### config.mk
export PLATFORM = sky130hd
export DESIGN_NAME = mesh_host_driver_flat
export DESIGN_NICKNAME = d
export VERILOG_FILES = /design/src/rtl/mesh_host_driver_pkg.sv /design/src/rtl/mesh_host_driver_if.sv /design/src/rtl/mesh_host_driver_beat_counter.sv /design/src/rtl/mesh_host_driver.sv /design/src/flat_wrapper.sv
export SDC_FILE = /design/constraint.sdc
export NUM_CORES = 1
export LEC_CHECK = 0
export CAP_MARGIN = 20
export CORE_AREA = 2 2 153 155
export DETAILED_ROUTE_END_ITERATION = 7
export DIE_AREA = 0 0 155 157
export GPL_ROUTABILITY_DRIVEN = 0
export PLACE_DENSITY = 0.84
export SLEW_MARGIN = 20
export SYNTH_ARGS = -nofsm -noshare
export SYNTH_HDL_FRONTEND = slang
export SYNTH_SLANG_ARGS = --single-unit
### constraint.sdc
create_clock -name clk -period 9.9 [get_ports clk]
set_clock_uncertainty 0.2 [all_clocks]
set_input_delay 1.98 -clock clk [delete_from_list [all_inputs] [get_ports clk]]
set_output_delay 1.98 -clock clk [all_outputs]
set_load 0.02 [all_outputs]
### src/rtl/mesh_host_driver_pkg.sv
// rtl/mesh_host_driver_pkg.sv - shared mesh types, sizes and preload address packing
package mesh_pkg;

    localparam int ROWS   = 4;
    localparam int COLS   = 4;
    localparam int NUM_PE = ROWS * COLS;

    typedef enum logic [2:0] {
        IDLE,
        LOAD,
        START,
        WAIT,
        DONE
    } state_t;

    // Same {row, col} packing the mesh decoder uses to steer a preload beat.
    function automatic int unsigned pack_addr(input int unsigned row,
                                              input int unsigned col,
                                              input int unsigned col_w);
        return (row << col_w) | col;
    endfunction

endpackage

### src/rtl/mesh_host_driver_if.sv
// rtl/mesh_host_driver_if.sv - host command, mesh preload/start and result signals
interface mesh_host_driver_if #(
    parameter int DW    = 8,
    parameter int ROWS  = 4,
    parameter int COLS  = 4,
    parameter int ROW_W = 2,
    parameter int COL_W = 2,
    parameter int ACC_W = 16
);
    logic                        cmd_valid;
    logic                        cmd_ready;
    logic [ROWS*COLS*DW-1:0]     cmd_weight_flat;
    logic [COLS*DW-1:0]          cmd_x_flat;
    logic                        preload_valid;
    logic [ROW_W+COL_W-1:0]      preload_addr;
    logic [DW-1:0]               preload_data;
    logic                        start;
    logic [COLS*DW-1:0]          x_vector_flat;
    logic [ROWS*ACC_W-1:0]       result_flat;
    logic                        res_valid;
    logic                        res_ready;
    logic [ROWS*ACC_W-1:0]       res_data;

    modport slave (
        input  cmd_valid, cmd_weight_flat, cmd_x_flat, result_flat, res_ready,
        output cmd_ready, preload_valid, preload_addr, preload_data, start,
               x_vector_flat, res_valid, res_data
    );

    modport master (
        output cmd_valid, cmd_weight_flat, cmd_x_flat, result_flat, res_ready,
        input  cmd_ready, preload_valid, preload_addr, preload_data, start,
               x_vector_flat, res_valid, res_data
    );
endinterface

### src/rtl/mesh_host_driver_beat_counter.sv
// rtl/mesh_host_driver_beat_counter.sv - saturating terminal-count counter
module mesh_beat_counter #(
    parameter int W    = 4,
    parameter int LAST = 15
) (
    input  logic         clk,
    input  logic         rst,
    input  logic         clear,
    input  logic         en,
    output logic [W-1:0] count,
    output logic         last
);
    assign last = (count == W'(LAST));

    // Holds at LAST so the index can never wrap back to 0.
    always_ff @(posedge clk or posedge rst) begin
        if (rst) begin
            count <= '0;
        end else if (clear) begin
            count <= '0;
        end else if (en && !last) begin
            count <= count + 1'b1;
        end
    end
endmodule

### src/rtl/mesh_host_driver.sv
// rtl/mesh_host_driver.sv - job sequencer: preload weights, start mesh, capture result
module mesh_host_driver
    import mesh_pkg::*;
#(
    parameter int DW          = 8,
    parameter int ROWS        = 4,
    parameter int COLS        = 4,
    parameter int ROW_W       = 2,
    parameter int COL_W       = 2,
    parameter int ACC_W       = 16,
    parameter int COMPUTE_LAT = 12,
    parameter int LAT_W       = 4
) (
    input logic               clk,
    input logic               rst,
    mesh_host_driver_if.slave bus
);
    localparam int AW = ROW_W + COL_W;

    state_t                  state, state_nxt;
    logic [ROWS*COLS*DW-1:0] weight_q;
    logic [AW-1:0]           beat;
    logic [AW-1:0]           beat_nxt;
    logic                    beat_last;
    logic [LAT_W-1:0]        unused_wait_count;
    logic                    wait_last;
    logic                    accept;
    logic                    capture;
    logic                    pv_d;
    logic [AW-1:0]           pa_d;
    logic [DW-1:0]           pd_d;

    function automatic logic [AW-1:0] beat_addr(input logic [AW-1:0] i);
        return AW'(pack_addr(i / COLS, i % COLS, COL_W));
    endfunction

    assign accept        = (state == IDLE) && bus.cmd_valid;
    assign capture       = (state == WAIT) && wait_last;
    assign beat_nxt      = beat + 1'b1;
    assign bus.cmd_ready = (state == IDLE);

    mesh_beat_counter #(.W(AW), .LAST(ROWS*COLS-1)) u_load_cnt (
        .clk   (clk),
        .rst   (rst),
        .clear (accept),
        .en    (state == LOAD),
        .count (beat),
        .last  (beat_last)
    );

    mesh_beat_counter #(.W(LAT_W), .LAST(COMPUTE_LAT-1)) u_wait_cnt (
        .clk   (clk),
        .rst   (rst),
        .clear (state == START),
        .en    (state == WAIT),
        .count (unused_wait_count),
        .last  (wait_last)
    );

    always_ff @(posedge clk or posedge rst) begin
        if (rst) state <= IDLE;
        else     state <= state_nxt;
    end

    // Beat 0 is taken straight from the command so it lands in the cycle after acceptance.
    always_comb begin
        state_nxt = state;
        pv_d      = 1'b0;
        pa_d      = '0;
        pd_d      = '0;
        case (state)
            IDLE: if (accept) begin
                state_nxt = LOAD;
                pv_d      = 1'b1;
                pa_d      = beat_addr('0);
                pd_d      = bus.cmd_weight_flat[0 +: DW];
            end
            LOAD: if (beat_last) begin
                state_nxt = START;
            end else begin
                pv_d = 1'b1;
                pa_d = beat_addr(beat_nxt);
                pd_d = weight_q[beat_nxt*DW +: DW];
            end
            START:   state_nxt = WAIT;
            WAIT:    if (wait_last) state_nxt = DONE;
            DONE:    if (bus.res_ready) state_nxt = IDLE;
            default: state_nxt = IDLE;
        endcase
    end

    always_ff @(posedge clk or posedge rst) begin
        if (rst) begin
            bus.preload_valid <= 1'b0;
            bus.preload_addr  <= '0;
            bus.preload_data  <= '0;
            bus.start         <= 1'b0;
            bus.res_valid     <= 1'b0;
            bus.res_data      <= '0;
            bus.x_vector_flat <= '0;
            weight_q          <= '0;
        end else begin
            bus.preload_valid <= pv_d;
            bus.preload_addr  <= pa_d;
            bus.preload_data  <= pd_d;
            bus.start         <= (state_nxt == START);
            bus.res_valid     <= (state_nxt == DONE);
            if (accept) begin
                weight_q          <= bus.cmd_weight_flat;
                bus.x_vector_flat <= bus.cmd_x_flat;
            end
            if (capture) bus.res_data <= bus.result_flat;
        end
    end
endmodule

### src/flat_wrapper.sv
// flat-port wrapper written by rule: the top's interface ports become plain ports
module mesh_host_driver_flat import mesh_pkg::*;
#(
    parameter int DW          = 8,
    parameter int ROWS        = 4,
    parameter int COLS        = 4,
    parameter int ROW_W       = 2,
    parameter int COL_W       = 2,
    parameter int ACC_W       = 16,
    parameter int COMPUTE_LAT = 12,
    parameter int LAT_W       = 4
)
  (clk, rst, bus_cmd_valid, bus_cmd_weight_flat, bus_cmd_x_flat, bus_result_flat, bus_res_ready, bus_cmd_ready, bus_preload_valid, bus_preload_addr, bus_preload_data, bus_start, bus_x_vector_flat, bus_res_valid, bus_res_data);
  mesh_host_driver_if #(.DW(DW), .ROWS(ROWS), .COLS(COLS), .ROW_W(ROW_W), .COL_W(COL_W), .ACC_W(ACC_W)) bus_i ();
  input logic clk;
  input logic rst;
  input wire logic [$bits(bus_i.cmd_valid)-1:0] bus_cmd_valid;
  input wire logic [$bits(bus_i.cmd_weight_flat)-1:0] bus_cmd_weight_flat;
  input wire logic [$bits(bus_i.cmd_x_flat)-1:0] bus_cmd_x_flat;
  input wire logic [$bits(bus_i.result_flat)-1:0] bus_result_flat;
  input wire logic [$bits(bus_i.res_ready)-1:0] bus_res_ready;
  output wire logic [$bits(bus_i.cmd_ready)-1:0] bus_cmd_ready;
  output wire logic [$bits(bus_i.preload_valid)-1:0] bus_preload_valid;
  output wire logic [$bits(bus_i.preload_addr)-1:0] bus_preload_addr;
  output wire logic [$bits(bus_i.preload_data)-1:0] bus_preload_data;
  output wire logic [$bits(bus_i.start)-1:0] bus_start;
  output wire logic [$bits(bus_i.x_vector_flat)-1:0] bus_x_vector_flat;
  output wire logic [$bits(bus_i.res_valid)-1:0] bus_res_valid;
  output wire logic [$bits(bus_i.res_data)-1:0] bus_res_data;
  assign bus_i.cmd_valid = bus_cmd_valid;
  assign bus_i.cmd_weight_flat = bus_cmd_weight_flat;
  assign bus_i.cmd_x_flat = bus_cmd_x_flat;
  assign bus_i.result_flat = bus_result_flat;
  assign bus_i.res_ready = bus_res_ready;
  assign bus_cmd_ready = bus_i.cmd_ready;
  assign bus_preload_valid = bus_i.preload_valid;
  assign bus_preload_addr = bus_i.preload_addr;
  assign bus_preload_data = bus_i.preload_data;
  assign bus_start = bus_i.start;
  assign bus_x_vector_flat = bus_i.x_vector_flat;
  assign bus_res_valid = bus_i.res_valid;
  assign bus_res_data = bus_i.res_data;
  mesh_host_driver #(.DW(DW), .ROWS(ROWS), .COLS(COLS), .ROW_W(ROW_W), .COL_W(COL_W), .ACC_W(ACC_W), .COMPUTE_LAT(COMPUTE_LAT), .LAT_W(LAT_W)) u_core (.clk(clk), .rst(rst), .bus(bus_i));
endmodule
==> flow_summary.yaml <==
final_layout:
  layout.nets: 1569
  nFillCells: 1707
  n_antenna_cell: 0
  syn_to_final_growth_pct: 42.2
  drive_gt1_share_pct: 11.0
  multi_input_area_um2: 4020
  seqCellArea_um2: 6260
logic_synthesis:
  async_flop_share_pct: 100
  avgSynthCellArea_um2: 10.3
  synth_warnings: 0
  synth-seq-cells: 250
  synth_commonest_cells: "nand2_1, dfrtp_1, mux2_2"
  yosys-top-cells-area: "dfrtp_1, nand2_1, mux2_2, mux2_1, mux4_2"
  synthCells: 1020
  syn_area_um2: 10500
  yosysSeqAreaShare_pct: 59.3
  yosysMostFrequentCell: "nand2_1"
  yosys.area.top_type: "dfrtp_1"
  ys.flop_type: "dfrtp_1"
  syn_nets: 1250
  synth_cell_types: 39
  yosys.area.top_type_share_pct: 59.3
  synth-edff-count: 0
drt:
  vias_per_cell: 5.12
  drc_errors: 0
  drt-initial-drc-count: 526
  wl_per_cell_um: 18.0
  vias: 8413
  first_pass_iters: 5
  antenna_left: 0
  wl_um: 29600
timing:
  rsz0062_at_grt: "no"
  worstMarginPinSlew_ns: 0.950
  period_needed_ns: 4.52
  finalHoldViolations: 0
  tns_ns: 0
  setup_violations: 0
  slew_violations: 0
  max_slew_margin_pct: 36.7
  clock.fmax_mhz: 221
  hold_ws_ns: 0.269
  finalCritPeriodShare_pct: 45.6
pwr:
  power.density_nw_per_um2: 336
  vdd.ir_drop.worst_v: 0.000156
  p_total_mw: 5.03
  p_leak_nw: 7.21
setup_path:
  worst_r2r_path_depth: 6
  reg2reg_slack_ns: 6.57
  critical_path.top_delay_family: "buffers and inverters"
  cp-start-kind: "flip-flop"
  crit_chain: "nor3_1 > clkdlybuf4s50_1"
  slowest_delay_ns: 0.75
  crit_type: "flip-flop to primary output"
  rr_startpoint: "u_core.u_load_cnt.count[0]"
  cp_max_fo: 7
  crit-reg2reg-capture: "u_core.bus.preload_data[7]"
  endpoint_kind: "primary output"
  slowest_stage: "clkdlybuf4s50_1"
  worstPathArrival_ns: 2.34
  required_ns: 7.72
  critPathBufInv: 1
clock_tree:
  cts_tree: "done"
  cts_root_buf: "clkbuf_16"
  cts_setup_buffers: 0
  path_clk_slew_ns: 0.06
  clock_path_buffers: 3
  clock_latency_ns: 0.52
  cts_resized: 0
  cts_made_buffers: 26
  cts.sinks: 250
  cts_max_level: 1
  cts_hold_buf: 0
worst_hold_path:
  min_path_cells: 2
  hold_start: "u_core.bus.x_vector_flat[1]"
  holdCritPathClass: "flip-flop to flip-flop"
  hold_end: "u_core.bus.x_vector_flat[1]"
outcome:
  status: "complete, no violations"
floorplanning:
  die_w_um: 155
  initial_utilization_pct: 46.8
  core_um2: 22500
  pin_count: 340
  rows: 55
  die-area_um2: 24300
  die_h_um: 157
global_routing:
  grt_pass1_vias: 8620
  antenna_found_initial: 1
  grt_pass1_wl_um: 45500
  grt_overflow_total: 0
  grt_max_degree: 104
  grt_use_total_pct: 23.8
placed_design:
  hpwl_um: 20800
  portBuffers: 339
job:
  drv_cap: 0
## stage by stage
stage	instance area [µm²]	instances	setup WS [ns]	utilization [%]
6_report	15000	1643	5.38	66.6
3_3_place_gp	14100	1596	5.31	62.7
5_1_grt	15000	1643	5.30	66.6
2_1_floorplan	10500	1020	0.848	-
4_1_cts	15000	1643	5.37	66.6
3_5_place_dp	14100	1596	5.28	62.7
## layout make-up
cell class	count	area share, %
Clock buffer	38	5.25
Clock inverter	9	0.651
Inverter	5	0.175
Multi-Input combinational cell	710	26.8
Sequential cell	250	41.7
Tap cell	285	2.38
Timing Repair Buffer	346	23.0
## kinds of logic after synthesis
family / synth area share, %
fa+ha+maj: 0.237
compound gates: 3.32
xor+xnor: 0.321
buf+inv: 2.81
simple gates: 19.3
flops: 59.3
mux: 14.6
## sequential cells by signal (all words and copies together), names as in the netlist
register / count
u_core.bus.start: 1
u_core.bus.res_data: 64
u_core.bus.preload_valid: 1
u_core.bus.preload_data: 8
u_core.bus.preload_addr: 4
u_core.state: 3
u_core.u_load_cnt.count: 4
u_core.bus.x_vector_flat: 32
u_core.bus.res_valid: 1
u_core.u_wait_cnt.count: 4
u_core.weight_q: 128
## how the worst max path moves through the flow
stage / cells after the start / to / from / slack [ns]
2_1_floorplan: 1 / u_core.bus.preload_addr[0] / rst / 0.85
3_3_place_gp: 5 / u_core.weight_q[39] / bus_cmd_valid / 5.31
3_5_place_dp: 5 / u_core.weight_q[9] / bus_cmd_valid / 5.28
4_1_cts: 2 / bus_cmd_ready / u_core.state[0] / 5.37
5_1_grt: 2 / bus_cmd_ready / u_core.state[0] / 5.30
6_report: 2 / bus_cmd_ready / u_core.state[0] / 5.38
## layer usage
layer,track usage (%),routed length (µm),part of all wire [%],vias up
li1,-,-,-,3949
met3,4.65,2140,7.2,72
met2,41.8,14700,50,339
met1,29.4,11600,39,4053
met5,0,0,0,-
met4,8.86,1110,3.8,0
## worst reg2reg max path: stages (launching register included)
cell     delay [ns]
dfrtp_1        0.45
ha_1           0.72
buf_4          0.44
mux2_1         0.39
mux4_2         0.49
a32oi_1        0.34
o31ai_1        0.15
## power breakdown
group,total [mW],switching (mW),internal [mW]
sequential,1.76,0.263,1.50
combinational,2.27,1.21,1.06
clock,1.00,0.400,0.601
## layout by cell type (no fill, tap or decap), types with 8 or more instances in the layout
| cell type | Yosys | final |
|---|---|---|
| nand2_1 | 504 | 503 |
| clkdlybuf4s50_1 | 0 | 339 |
| dfrtp_1 | 250 | 250 |
| mux2_2 | 85 | 85 |
| mux2_1 | 28 | 28 |
| clkbuf_16 | 0 | 27 |
| mux2i_1 | 9 | 9 |
| mux4_2 | 8 | 8 |
| a32oi_1 | 8 | 8 |
| o31ai_1 | 8 | 8 |
Note: power is estimated with default switching activity, not from simulation.
